## src/rtl/mul_div_unit_pkg.sv

```systemverilog
// Shared encodings for the iterative multiply/divide unit and the control
// decoder that drives its op/start inputs.
package mul_div_unit_pkg;

   typedef enum logic [1:0] {
      MDU_MUL   = 2'b00,
      MDU_MULHU = 2'b01,
      MDU_DIVU  = 2'b10,
      MDU_REMU  = 2'b11
   } mdu_op_e;

   typedef enum logic [1:0] {
      MDU_IDLE = 2'b00,
      MDU_RUN  = 2'b01,
      MDU_DONE = 2'b10
   } mdu_state_e;

endpackage

```

## src/rtl/mul_div_unit_if.sv

```systemverilog
// Request/result bundle between the operand muxes and the multiply/divide unit.
// The master side issues start/op/operands; the slave side returns busy/done/result.
interface mul_div_unit_if #(parameter int WIDTH = 32);
   import mul_div_unit_pkg::*;

   logic             start;
   mdu_op_e          op;
   logic [WIDTH-1:0] operand_a;
   logic [WIDTH-1:0] operand_b;
   logic             busy;
   logic             done;
   logic [WIDTH-1:0] result;

   modport master (output start, op, operand_a, operand_b,
                   input  busy, done, result);
   modport slave  (input  start, op, operand_a, operand_b,
                   output busy, done, result);
endinterface

```

## src/rtl/mul_div_unit.sv

```systemverilog
// Unsigned MUL/MULHU/DIVU/REMU, one iteration per cycle: result and a one-cycle
// done arrive WIDTH+1 cycles after start; start is ignored while busy.
module mul_div_unit
   import mul_div_unit_pkg::*;
#(
   parameter int WIDTH = 32
) (
   input  logic           clk,
   input  logic           rst_n,
   mul_div_unit_if.slave  bus
);

   localparam int CW = (WIDTH > 1) ? $clog2(WIDTH) : 1;

   mdu_state_e         state;
   mdu_op_e            op_q;
   logic [WIDTH-1:0]   opnd_q;     // multiplicand or divisor
   logic [2*WIDTH-1:0] acc;        // {product hi | remainder, multiplier | dividend/quotient}
   logic [CW-1:0]      cnt;
   logic [WIDTH-1:0]   result_q;

   logic [WIDTH:0]     add_sum;
   logic [WIDTH:0]     shifted;
   logic [WIDTH:0]     diff;
   logic [2*WIDTH-1:0] acc_nxt;
   logic [WIDTH-1:0]   result_nxt;

   always_comb begin
      add_sum = {1'b0, acc[2*WIDTH-1:WIDTH]} + (acc[0] ? {1'b0, opnd_q} : '0);
      shifted = {acc[2*WIDTH-1:WIDTH], acc[WIDTH-1]};
      diff    = shifted - {1'b0, opnd_q};
      acc_nxt = {add_sum, acc[WIDTH-1:1]};
      if (op_q[1]) begin
         if (diff[WIDTH])
            acc_nxt = {shifted[WIDTH-1:0], acc[WIDTH-2:0], 1'b0};
         else
            acc_nxt = {diff[WIDTH-1:0], acc[WIDTH-2:0], 1'b1};
      end
      // MUL/DIVU live in the low half, MULHU/REMU in the high half.
      result_nxt = op_q[0] ? acc_nxt[2*WIDTH-1:WIDTH] : acc_nxt[WIDTH-1:0];
   end

   always_ff @(posedge clk or negedge rst_n) begin
      if (!rst_n) begin
         state    <= MDU_IDLE;
         op_q     <= MDU_MUL;
         opnd_q   <= '0;
         acc      <= '0;
         cnt      <= '0;
         result_q <= '0;
      end else if (state == MDU_RUN) begin
         acc <= acc_nxt;
         cnt <= cnt + 1'b1;
         if (cnt == CW'(WIDTH-1)) begin
            result_q <= result_nxt;
            state    <= MDU_DONE;
         end
      end else if (bus.start) begin
         op_q   <= bus.op;
         opnd_q <= bus.op[1] ? bus.operand_b : bus.operand_a;
         acc    <= {{WIDTH{1'b0}}, (bus.op[1] ? bus.operand_a : bus.operand_b)};
         cnt    <= '0;
         state  <= MDU_RUN;
      end else begin
         state <= MDU_IDLE;
      end
   end

   assign bus.busy   = (state == MDU_RUN);
   assign bus.done   = (state == MDU_DONE);
   assign bus.result = result_q;

endmodule
```

## src/flat_wrapper.sv

```systemverilog
// flat-port wrapper written by rule: the top's interface ports become plain ports
module mul_div_unit_flat import mul_div_unit_pkg::*;
#(
   parameter int WIDTH = 32
)
  (clk, rst_n, bus_start, bus_op, bus_operand_a, bus_operand_b, bus_busy, bus_done, bus_result);
  mul_div_unit_if #(.WIDTH(WIDTH)) bus_i ();
  input  logic clk;
  input  logic rst_n;
  input wire logic [$bits(bus_i.start)-1:0] bus_start;
  input wire logic [$bits(bus_i.op)-1:0] bus_op;
  input wire logic [$bits(bus_i.operand_a)-1:0] bus_operand_a;
  input wire logic [$bits(bus_i.operand_b)-1:0] bus_operand_b;
  output wire logic [$bits(bus_i.busy)-1:0] bus_busy;
  output wire logic [$bits(bus_i.done)-1:0] bus_done;
  output wire logic [$bits(bus_i.result)-1:0] bus_result;
  assign bus_i.start = bus_start;
  assign bus_i.op = bus_op;
  assign bus_i.operand_a = bus_operand_a;
  assign bus_i.operand_b = bus_operand_b;
  assign bus_busy = bus_i.busy;
  assign bus_done = bus_i.done;
  assign bus_result = bus_i.result;
  mul_div_unit #(.WIDTH(WIDTH)) u_core (.clk(clk), .rst_n(rst_n), .bus(bus_i));
endmodule
```

## config.mk

```make
export PLATFORM = sky130hd
export DESIGN_NAME = mul_div_unit_flat
export DESIGN_NICKNAME = d
export VERILOG_FILES = /design/src/rtl/mul_div_unit_pkg.sv /design/src/rtl/mul_div_unit_if.sv /design/src/rtl/mul_div_unit.sv /design/src/flat_wrapper.sv
export SDC_FILE = /design/constraint.sdc
export NUM_CORES = 1
export LEC_CHECK = 0
export CORE_UTILIZATION = 59
export CTS_BUF_LIST = sky130_fd_sc_hd__clkbuf_16
export DETAILED_ROUTE_END_ITERATION = 7
export GPL_TIMING_DRIVEN = 0
export PLACE_DENSITY = 0.82
export SLEW_MARGIN = 20
export SYNTH_ARGS = -nofsm -noshare
export SYNTH_HDL_FRONTEND = slang
export SYNTH_SLANG_ARGS = --single-unit
```

## constraint.sdc

```tcl
create_clock -name clk -period 4.9 [get_ports clk]
set_input_delay 0.98 -clock clk [delete_from_list [all_inputs] [get_ports clk]]
set_output_delay 0.98 -clock clk [all_outputs]
set_load 0.005 [all_outputs]
```

==> reports/results.txt <==
Overflow after GRT - 0
CORE AREA - 18300 µm²
cell row count - 49
Clock Sinks - 137
Core Util, Final - 71.4%
met1 GRT Util - 57.7%
Worst Path Arrival - 5.03 ns
outcome - complete, no violations
R2R Path End - u_core.acc[37]
CTS tree - done
Setup WS post-layout - 0.237 ns
antenna fix cells - 0
asr flop ratio synth - 100%
Max Root-Sink Buffers - 2
Hold Crit Class - in -> async
Fin Setup TNS - 0 ns
ys flop type - dfrtp_1
Die W - 140 µm
r2r setup slk - 0.24 ns
unrepaired setup endpoints after global routing - no
CTS root buf - clkbuf_16
slowest CP cell - o21ai_0
Crit Reg-Reg Startpoint - u_core.acc[31]
Synth cell types - 69
PostCTS Resize Cnt - 0
most used routing layer - met2
Setup CP Type - reg -> reg
pin count of the biggest net entering global routing - 86
post-CTS setup buffers - 0
Relative slew margins - 22.5%
Buffers on Ports - 100
Syn Nets - 1470
Hold Buf Count CTS - 0
top post-synthesis cells by area - dfrtp_1 (31%), mux2i_1 (11%), ha_1 (7.4%)
final net count - 1590
drt via density - 6.81
fill count - 1376
WL per Instance - 23.5 µm
Synth area leader - dfrtp_1
clock slew at reported path FFs - 0.06 ns
GR Layer Usage met3 - 9.53%
first-pass GRT wire length - 61.0 mm
drt pass-1 iters - 8
DR DRC count - 0
share of cells above drive strength 1 - 4.23%
initial antenna violation count - 0
Max-Cap Viols - 0
Crit path required time - 5.27 ns
top-count cell post-synth - dfrtp_1
number of global-route vias before repair - 10900
Synthesis Warnings - 0
Max Freq - 0.214 GHz
DP Wirelength - 30.3 mm
Top Ports - 103
Post-synth EDFFs - 0
max incr delay on CP - 0.59 ns
capturing element type of the critical path - flop
area share of the largest cell type after synthesis - 30.7%
Syn Inst Count - 1333
Initial DRC Count - 1556
total track usage - 41.4%
final hold viol count - 0
Post-Route WL - 39.8 mm
Slew Viols, Final - 0
pre-CTS setup slack - 0.410 ns
cell mode on critical path - buf_2
Worst-Margin Slew - 1.15 ns
Post-DRT Antenna Nets - 0
Seq/Total Area, Yosys - 30.7%
Tcrit/Tclk final - 95.2%
final setup vio count - 0
flops & latches, synth - 137
vias post-DR - 11500
worst-case reg-to-reg path depth - 14
Critical Path Source Type - flop
GRT met2 Usage - 61.4%
cell breakdown of the critical path - inv_1, ha_1, fa_1, nor2b_1, o31ai_1, a31o_2, o211ai_1, o311a_1, nor2_2, buf_2, buf_2, mux2i_1, o21ai_0, a21o_1
critical path's top delay family - compound AO/OA/AOI/OAI gates
TritonCTS Buffers - 17
initial core utilization - 61.2%
die area - 19500 µm²
Worst-Skew Late Latency - 0.42 ns
Crit Path Max Fanout - 10
Syn Area/Cell - 8.38 µm²
Post-synth top cells - dfrtp_1 (137), mux2i_1 (123), a21oi_1 (122), nand2_1 (118), o21ai_0 (108)
mapped cell area - 11200 µm²
gpl congestion - 0.977
chip height - 140 µm
H-Tree Depth - 4
fin crit period - 4.66 ns
area grow syn2layout - 16.8%
final worst clock skew - 0.00932 ns
Critical path buffers and inverters - 3
logic make-up (layout without fill, tap and decap cells):
group	Yosys count	after routing	synth area share, %
compound gates	426	426	24.3
simple gates	372	372	15.8
buf+inv	140	273	4.82
flops	137	137	30.7
mux	136	136	12.5
fa+ha+maj	68	68	7.75
xor+xnor	54	54	4.23
worst register-to-register path: cells and delay by family (launching register included):
kind / cells / cell delay (ns)
muxes: 1 / 0.16
and+or+nand+nor: 2 / 0.35
buffers and inverters: 3 / 0.93
DFF: 1 / 0.42
adders and majority gates: 2 / 0.54
AOI/OAI and AO/OA: 6 / 2.21
per-stage QoR:
stage	instance area, µm²	hold WS, ns	instances
finish	13100	0.462	1695
global route	13100	0.489	1695
CTS	13100	0.485	1695
detailed placement	12500	0.474	1663
global placement	12500	0.476	1662
floorplan	11200	0.465	1333
flip-flops by register name (all words and copies together) (netlist names):
register and count:
u_core.op_q 2, u_core.state 2, u_core.cnt 5, u_core.bus.result 32, u_core.acc 64, u_core.opnd_q 32
routing by layer:
layer,wire length (µm),up-vias
met1,16200,5476
met5,0,-
met3,5120,140
li1,-,5107
met4,1760,0
met2,16800,821
cell usage in the layout, fill, tap and decap left out, types with 6 or more instances in the layout:
cell | netlist | layout
ha_1 | 66 | 66
and3_1 | 24 | 24
o211ai_1 | 40 | 40
mux2_2 | 10 | 10
o21ai_0 | 108 | 108
o31ai_1 | 11 | 11
o21bai_1 | 8 | 8
nand3_1 | 31 | 31
o21a_1 | 6 | 6
clkdlybuf4s50_1 | 0 | 99
nand2b_1 | 7 | 7
a31oi_1 | 15 | 15
and2_1 | 41 | 41
nor2b_1 | 7 | 7
xor2_1 | 18 | 18
a211o_1 | 6 | 6
clkbuf_1 | 69 | 69
a21o_1 | 38 | 38
buf_1 | 12 | 12
nand4_1 | 11 | 11
clkbuf_16 | 0 | 17
a21oi_1 | 122 | 122
a221o_1 | 15 | 15
mux2i_1 | 123 | 123
a211oi_1 | 9 | 9
nor2_1 | 90 | 90
xnor2_1 | 36 | 36
dfrtp_1 | 137 | 137
inv_1 | 53 | 54
nand2_1 | 118 | 118
nor3_1 | 25 | 25
area by class of cell:
class / instances / area, µm² / area share, %
inverter: 54 / 203 / 1.55
timing repair buffer: 101 / 1030 / 7.92
multi-input combinational: 1056 / 7210 / 55.2
buffer: 86 / 335 / 2.57
sequential: 137 / 3430 / 26.3
clock buffer: 17 / 425 / 3.26
tap: 229 / 287 / 2.20
clock inverter: 15 / 130 / 0.997
worst max path at each step:
stage / endpoint / cells past startpoint / startpoint
after floorplan: u_core.bus.result[29] / 12 / u_core.acc[0]
after global placement: u_core.opnd_q[29] / 1 / rst_n
after detailed placement: u_core.acc[37] / 14 / u_core.acc[31]
after CTS: u_core.bus.result[5] / 14 / u_core.acc[31]
after global routing: u_core.acc[37] / 14 / u_core.acc[31]
final: u_core.acc[37] / 14 / u_core.acc[31]
Power is left out: the tool's default activity adds up to more than one toggle a clock period on the data nets, which glitch-free logic cannot reach.
